File: src/rtl/dma_cnt_pkg.sv
// Shared types and defaults for the DMA word counter.
package dma_cnt_pkg;

    typedef enum logic [1:0] {
        CM_WRAP   = 2'd0,
        CM_HOLD   = 2'd1,
        CM_RELOAD = 2'd2,
        CM_RSVD   = 2'd3
    } cnt_mode_e;

    localparam int CNT_WIDTH_DEF = 8;

endpackage

File: src/rtl/dma_word_counter.sv
// WIDTH-bit up/down DMA word counter with parallel load, reload register,
// selectable terminal behaviour, sticky terminal-count flag and active-low carry chain.
module dma_word_counter
    import dma_cnt_pkg::*;
#(
    parameter int               WIDTH      = CNT_WIDTH_DEF,
    parameter logic [WIDTH-1:0] RELOAD_RST = '0
) (
    input  logic             clk,
    input  logic             reset,
    input  logic             pl,
    input  logic [WIDTH-1:0] di,
    input  logic             enc,
    input  logic             inc,
    input  logic             dec,
    input  logic             cin,
    input  logic [1:0]       mode,
    input  logic             tc_clr,
    output logic [WIDTH-1:0] dataout,
    output logic [WIDTH-1:0] reload_q,
    output logic             co,
    output logic             tc,
    output logic             tc_pulse
);

    localparam logic [WIDTH-1:0] ALL_ONES = '1;
    localparam logic [WIDTH-1:0] ZERO     = '0;
    localparam logic [WIDTH-1:0] ONE      = {{(WIDTH-1){1'b0}}, 1'b1};

    logic [WIDTH-1:0] count_q, count_d;
    logic [WIDTH-1:0] reload_d;
    logic             tc_q, tc_d;
    logic             pulse_q, pulse_d;

    cnt_mode_e mode_e;
    logic      at_max, at_min;
    logic      up, step, term;

    assign mode_e = cnt_mode_e'(mode);
    assign at_max = (count_q == ALL_ONES);
    assign at_min = (count_q == ZERO);
    assign up     = inc;
    assign step   = enc & ~cin & (inc | dec);
    assign term   = step & ((up & at_max) | (~up & at_min));

    // Carry chain looks only at raw inc/dec, never at mode.
    assign co = (~(at_max & inc & enc) & ~(at_min & dec & enc)) | cin;

    always_comb begin
        count_d  = count_q;
        reload_d = reload_q;
        pulse_d  = 1'b0;
        tc_d     = tc_q & ~tc_clr;
        if (pl) begin
            count_d  = di;
            reload_d = di;
        end else begin
            if (step) begin
                if (!term) begin
                    count_d = up ? (count_q + ONE) : (count_q - ONE);
                end else begin
                    case (mode_e)
                        CM_HOLD:   count_d = count_q;
                        CM_RELOAD: count_d = reload_q;
                        default:   count_d = up ? ZERO : ALL_ONES;
                    endcase
                end
            end
            pulse_d = term;
            // A terminal event beats a simultaneous clear.
            tc_d    = term | (tc_q & ~tc_clr);
        end
    end

    always_ff @(posedge clk) begin
        if (reset) begin
            count_q  <= ZERO;
            reload_q <= RELOAD_RST;
            tc_q     <= 1'b0;
            pulse_q  <= 1'b0;
        end else begin
            count_q  <= count_d;
            reload_q <= reload_d;
            tc_q     <= tc_d;
            pulse_q  <= pulse_d;
        end
    end

    assign dataout  = count_q;
    assign tc       = tc_q;
    assign tc_pulse = pulse_q;

endmodule

File: config.mk
export PLATFORM = sky130hd
export DESIGN_NAME = dma_word_counter
export DESIGN_NICKNAME = d
export VERILOG_FILES = /design/src/rtl/dma_cnt_pkg.sv /design/src/rtl/dma_word_counter.sv
export SDC_FILE = /design/constraint.sdc
export NUM_CORES = 1
export LEC_CHECK = 0
export ABC_AREA = 1
export CORE_ASPECT_RATIO = 1.1
export CORE_MARGIN = 3
export CORE_UTILIZATION = 48
export CTS_BUF_LIST = sky130_fd_sc_hd__clkbuf_16
export CTS_CLUSTER_SIZE = 10
export DETAILED_ROUTE_END_ITERATION = 7
export GPL_TIMING_DRIVEN = 0
export PLACE_DENSITY = 0.91
export SLEW_MARGIN = 20
export SYNTH_ARGS = -nofsm -noshare
export SYNTH_HDL_FRONTEND = slang
export SYNTH_SLANG_ARGS = --single-unit
File: constraint.sdc
create_clock -name clk -period 2.05 [get_ports clk]
set_clock_uncertainty 0.05 [all_clocks]
set_input_delay 0.3075 -clock clk [delete_from_list [all_inputs] [get_ports clk]]
set_output_delay 0.3075 -clock clk [all_outputs]
set_load 0.1 [all_outputs]
# --- Yosys cells after proc, flatten, opt, wreduce, memory -nomap -nowiden ---
# Cells that the tools add are included.
word_totals:
  regBits: 18
  input_bits: 18
  output_inout_bits: 19
  word_cells: 40
op_classes:
  add_sub_neg: 2
  n_eq_ne: 4
  mux: 7
  bitwise: 19
  reduce_logical: 4
ops:
  columns: ["cell", "count"]
  rows:
  - ["$mux W8", 5]
  - ["$pmux W8 S2", 1]
  - ["$and A1 B1 Y1", 10]
  - ["$add A8 B1 Y8 const B", 1]
  - ["$eq A8 B8 Y1 const B", 1]
  - ["$logic_not A8 Y1", 1]
  - ["$sub A8 B1 Y8 const B", 1]
  - ["$not A1 Y1", 5]
  - ["$or A1 B1 Y1", 4]
  - ["$ne A3 B3 Y1 const B", 1]
  - ["$eq A2 B1 Y1 const B", 1]
  - ["$eq A2 B2 Y1 const B", 1]
  - ["$reduce_and A2 Y1", 1]
  - ["$reduce_bool A2 Y1", 1]
  - ["$reduce_or A2 Y1", 1]
  - ["$mux W1", 1]

# --- Logic depth before layout (Yosys ltp) ---
# Gate-level depths: netlist of run 1.
logic_depth:
  word_depth: 7
  depth_mapped: 13
  mapped_depth_nobuf: 13

# --- Least setup slack after synthesis of run 1 ---
# No wires, ideal clock.
synth_timing:
  path_type: "reg2out"
  startpoint: "register count_q[0] (netlist: dataout[0])"
  endpoint: "output port co"
  arrival_ns: 2.209
  required_time_ns: 1.692
  slack_ns: -0.517
  path_stages_with_launch: 6
  n_path_buf: 0
  cell_sequence: "dfxtp_1 nand2_1 nor2_2 nand3_1 nand2_1 nand3_1"
synth_between:
  elab_chain_cells: 6
  elab_cells_between_ends: 10
  classes_between: "eq/ne: 1; bitwise: 8; reduce/logical: 1"
synth_rtl:
  columns: ["element", "line", "rtl"]
  rows:
  - ["start, declared", "dma_word_counter.sv:30", "logic [WIDTH-1:0] count_q, count_d;"]
  - ["start signal, assigned", "dma_word_counter.sv:82", "count_q <= count_d;"]
  - ["$eq A8 B8 Y1 or $logic_not A8 Y1 (tied branches)", "dma_word_counter.sv:40, dma_word_counter.sv:41", null]
  - ["$and A1 B1 Y1 (2 in a row)", "dma_word_counter.sv:47", "assign co = (~(at_max & inc & enc) & ~(at_min & dec & enc)) | cin;"]
  - ["$not A1 Y1", "dma_word_counter.sv:47", null]
  - ["$and A1 B1 Y1 (*)", "dma_word_counter.sv:47", null]
  - ["$or A1 B1 Y1 (*)", "dma_word_counter.sv:47", null]
  - ["end, declared", "dma_word_counter.sv:21", "output logic co,"]
# Every way passes the cells marked *; elsewhere a longest branch is shown, timed or not.

# --- Final worst setup path of run 1 ---
layout_timing:
  startpoint: "register count_q[0] (netlist: dataout[0])"
  endpoint: "output port dataout[0]"
layout_rtl:
  columns: ["element", "line", "rtl"]
  rows:
  - ["end, declared", "dma_word_counter.sv:19", "output logic [WIDTH-1:0] dataout,"]
# No word-level cell between the ends.

==> results of run 1 <==
==> area by class of cell <==
cell class                      instances  area share
Buffer                                  5      0.0154
Clock inverter                          1     0.00201
Multi-Input combinational cell        155       0.468
Tap cell                               31      0.0208
Timing Repair Buffer                   41       0.195
Sequential cell                        18       0.199
Clock buffer                            3      0.0403
Inverter                               29      0.0604
==> synthesized netlist by cell type, drive strengths merged <==
cell type,count,area [um^2]
o32ai,1,8.76
o21ai,9,60.1
nor2,23,96.4
o22ai,7,43.8
ha,6,75.1
or2,2,12.5
fa,1,20.0
clkbuf,2,7.51
o211ai,3,27.5
nand2,56,218
nand3,20,123
nand3b,2,15.0
o21a,1,7.51
o21bai,7,52.6
dfxtp,18,360
a21oi,11,62.6
nand4,3,18.8
inv,29,109
buf,3,21.3
xnor2,1,8.76
xor2,2,17.5
==> layer usage <==
layer | vias to the layer above | track usage | wire [um]
met4 | 0 | 0.0993 | 59
met2 | 66 | 0.444 | 2060
met3 | 7 | 0.0351 | 283
met1 | 710 | 0.287 | 1620
met5 | - | 0 | 0
li1 | 770 | - | -
==> kinds of logic after synthesis <==
logic type	after synthesis	share of synthesized area
fa+ha+maj	7	0.0697
flops	18	0.264
simple gates	106	0.354
buf+inv	34	0.101
xor+xnor	3	0.0193
compound gates	39	0.192
==> per-stage QoR <==
stage	power (mW)	instances	TNS [ps]	util	instance area, um^2
finish	1.37	283	0	0.713	1860
global route	1.44	283	0	0.713	1860
floorplan	0.839	207	0	-	1380
global placement	0.968	273	-2700	0.677	1770
detailed placement	0.979	273	-3130	0.677	1770
CTS	1.37	282	0	0.713	1860
==> worst min path at each step <==
stage                 from          end  slack [ps]  cells after the start
3_3_place_gp            tc           tc         410                      2
2_1_floorplan       tc_clr           tc         360                      1
5_1_grt                 pl  reload_q[7]         380                      3
3_5_place_dp   reload_q[4]  reload_q[4]         430                      2
6_report                pl  reload_q[7]         360                      3
4_1_cts                 pl  reload_q[7]         360                      3
==> worst reg2reg max path, delay by kind of cell (launching register included) <==
kind | cells | cell delay, ps
AND/OR/NAND/NOR | 8 | 820
flip-flops | 1 | 340
adder cells (fa/ha/maj) | 1 | 340
buffers and inverters | 1 | 50
==> registers in the layout, indices dropped and copies added, names as in the netlist <==
name / count
tc_pulse: 1
dataout: 8
reload_q: 8
tc: 1
==> power by group through the flow <==
stage	combinational, mW	sequential [mW]	clock [mW]
after floorplan	0.243	0.596	0
final	0.562	0.410	0.403
after detailed placement	0.561	0.418	0
after global routing	0.608	0.415	0.413
after global placement	0.550	0.417	0
after CTS	0.559	0.410	0.400
==> timing repair <==
action | in CTS | in global routing
gates resized for setup | 22 | 5
hold endpoints to repair | 0 | 0
pin swaps | 0 | 0
setup buffers | 5 | 1
endpoints found under the setup margin | 23 | 7
==> metrics.cfg, run 1 <==
[layout]
seq_area_um2=370
syn2layout_area_growth_pct=36.6
diodes=0
final_cell_mix=nand2_1, inv_1, nor2_1
finalNetCount=278
multi_input_area_um2=872
drive_gt1_frac=0.155
final_common_cell=nand2_1
fillers=216

[power]
seqPwrFrac=0.298
pwr-share-comb=0.409
p_leak_nw=0.956
switching_share=0.413
p_int_mw=0.807
p_sw_mw=0.568
max-vdd-ir-drop_v=0.000667
p_per_area_nw_per_um2=737
p_clk_frac=0.293

[sta]
rsz0062_at_grt=false
finalHoldViolCount=0
drv_slew=0
max_slew_margin=0.352
maxClockFrequency_mhz=533
period_share=0.916
setup_ws_ps=173
layout_min_cycle_time_ps=1880
tightest_slew_ps=975
holdWs_ps=360
final-setup-viol-count=0

[critical_path]
crit_arrival_ps=1520
cpLargestDelayFamily=buffers and inverters
crit_type=register to primary output
reg2reg_depth=10
critPathLaunchType=register
r2r-start=dataout[2]
cp_num_cells=1
path_cells=dlygate4sd2_1
critPathLaunch=dataout[0]
r2r_slack_ps=340
critPathMaxFanout=7
slowest_stage=dlygate4sd2_1
cp-end-kind=primary output
crit_end=dataout[0]
timing.rr.end=dataout[3]
cpPeakStageDelay_ps=880
crit_buf_inv=1
critical_path_required_ps=1690

[global_route]
antenna_found_initial=0
grt_start_max_net_pins=11
grt_use_total=0.241
grt-ovfl-total=0
grt_pass1_vias=1456
grt_first_pass_wirelength_um=6610

[clock_tree]
clockBufferDepth=2
holdBufCountCts=0
cts_tree=yes
cts_sinks=18
clk_latency_ps=250
h-tree-depth=1
cts_buffers=3
cts-root-buf=clkbuf_16
clk_pin_slew_worst_paths_ps=50

[synthesis]
syn_nets=232
ys_ff_latch=18
synth.avg_cell_area_um2=6.59
netlist_area_um2=1370
synth_cell_types=34
synthCells=207
yosys_warnings=0
ys_seq_area_frac=0.264

[job]
drv_cap=0

[route]
antenna_left=0
routed_via_density=5.49
drt_iter0_drc=73
drc_errors=0
vias=1553
totalWireLength_um=4020
dr.pass1.iters=4
wl_per_cell_um=14.2

[floorplan]
die-area_um2=3520
fp.coreArea_um2=2620
initial_core_util=0.522
ios=37
die_width_um=56.8
rows=19
die_y_um=61.9

[run_status]
status=completed

[hold_path]
hold_path.class=input port to register

[placed_design]
dp_worst_setup_slack_ps=-530
hpwl_um=2800
io_buffers=35
place_congestion=0.853

Power figures use the tool's default switching activity.
==> run 2: changes to the inputs <==
ABC_AREA = 0   (was 1)
==> metrics.cfg, run 2 <==
[sta]
max_slew_margin=0.343
period_share=1.02
layout_min_cycle_time_ps=2090
finalHoldViolCount=0
tightest_slew_ps=989
drv_slew=0
rsz0062_at_grt=true
final-setup-viol-count=3
maxClockFrequency_mhz=478
setup_ws_ps=-40.6

[global_route]
grt_pass1_vias=1454
grt_first_pass_wirelength_um=6770
grt-ovfl-total=0
grt_start_max_net_pins=13
antenna_found_initial=0
grt_use_total=0.247

[route]
vias=1540
totalWireLength_um=4240
routed_via_density=6.44
wl_per_cell_um=17.8
drt_iter0_drc=102
drc_errors=0
dr.pass1.iters=4
antenna_left=0

[critical_path]
critPathLaunchType=register
critPathMaxFanout=5
critical_path_required_ps=1690
crit_type=register to primary output
crit_arrival_ps=1730
cp-end-kind=primary output

[layout]
diodes=0
final_cell_mix=dlygate4sd2_1, a21oi_1, clkdlybuf4s50_1
syn2layout_area_growth_pct=43.4
fin_util=0.741
fillers=191
finalNetCount=234
drive_gt1_frac=0.192
final_common_cell=dlygate4sd2_1

[placed_design]
place_congestion=0.874
io_buffers=35
hpwl_um=2990

[job]
drv_cap=0

[floorplan]
fp.coreArea_um2=2570
ios=37
die-area_um2=3430
initial_core_util=0.517
rows=19
die_width_um=56.1
die_y_um=61.2

[synthesis]
netlist_area_um2=1330
syn_nets=192
yosys.area.top_type=dfxtp_1
ys_ff_latch=18
async_flop_share=0
synth.avg_cell_area_um2=7.95
yosysTopAreaCellShare=0.271
synthCells=167
ys_seq_area_frac=0.271
synthFlopType=dfxtp_1
yosys_warnings=0
synth_common_cells=a21oi_1, dfxtp_1, o21ai_0
synth_area_leaders=dfxtp_1, a21oi_1, o21ai_0, ha_1, nor2_1
synth_cell_types=51
synth_edf_count=0

[hold_path]
hold_path.class=input port to register

[clock_tree]
holdBufCountCts=0
cts_sinks=18
clk_latency_ps=250
cts_buffers=3
clockBufferDepth=2
h-tree-depth=1
cts-root-buf=clkbuf_16
clk_pin_slew_worst_paths_ps=50
cts_tree=yes

[power]
p_per_area_nw_per_um2=682
p_leak_nw=0.755
power_mw=1.30
max-vdd-ir-drop_v=0.000556

[run_status]
violations=setup timing
status=complete, but fails checks

[run 2: cell types whose count changed in the layout (fill, tap and decap cells not counted), moves of 7 or more]
cell      change
o22ai_1       -7
a21oi_1       +8
o21ai_0       +8
dfxtp_2       -8
nor2b_1       +7
nand2b_1      +8
nor2_1        -8
inv_1        -22
nand2_1      -40
dfxtp_4       +8
nand3_1      -14
[run 2: per-layer routing]
metal  vias up  GRT usage  wire length (um)
met1       722      0.293              1640
met3        15     0.0482               398
met2       104      0.439              2100
met4         0      0.115               104
li1        699          -                 -
met5         -          0                 0
[run 2: path summary, 6_finish.rpt]
| kind | slack (ps) | cells past startpoint | from | endpoint |
|---|---|---|---|---|
| worst max-delay path | -40 | 5 | dataout[4] | co |
| worst min-delay path | 440 | 2 | reset | dataout[4] |
| worst max register to register | -30 | 7 | dataout[1] | dataout[7] |
| worst min register to register | 440 | 2 | tc | tc |
[run 2: critical path, cell delays in order (launching register included)]
cell and delay (ps):
dfxtp_4 360, nor4_1 470, nand2_1 150, nor2_1 150
o21ai_2 60, buf_2 290
[run 2: power breakdown]
group	internal (mW)	total [mW]	leakage, nW	switching [mW]
clock	0.259	0.390	0.0385	0.131
sequential	0.371	0.402	0.153	0.0309
combinational	0.172	0.506	0.563	0.334
total	0.802	1.30	0.755	0.496
[run 2: kinds of logic after synthesis]
logic type	after synthesis	share of synthesized area
adders and majority gates	7	0.0716
AOI/OAI and AO/OA	61	0.306
and+or+nand+nor	62	0.254
muxes	4	0.0311
buffers and inverters	11	0.0396
DFF	18	0.271
xor gates and xnor gates	4	0.0264
[run 2: metrics by stage]
step,hold slack (ps),cells,setup slack (ps),instance area (um^2),TNS [ps]
6_report,438,239,-40.6,1900,-84.3
5_1_grt,472,239,-143,1900,-791
4_1_cts,424,237,-6.42,1860,-6.42
3_5_place_dp,432,233,-877,1790,-5400
3_3_place_gp,414,233,-838,1790,-4950
2_1_floorplan,405,167,-61.3,1400,-61.3
[run 2: timing repair]
action / in CTS / in global routing
buffers inserted: 0 / 2
setup endpoints to repair: 27 / 4
gates resized for setup: 36 / 8
pin swaps: 0 / 3
[run 2: area by class of cell]
class / count / area, um^2 / share of cell area
Tap cell: 31 / 38.8 / 0.0204
Clock buffer: 3 / 75.1 / 0.0394
Multi-Input combinational cell: 138 / 1000 / 0.527
Inverter: 5 / 23.8 / 0.0125
Sequential cell: 18 / 390 / 0.205
Buffer: 6 / 33.8 / 0.0178
Timing Repair Buffer: 37 / 335 / 0.176
Clock inverter: 1 / 3.75 / 0.00197
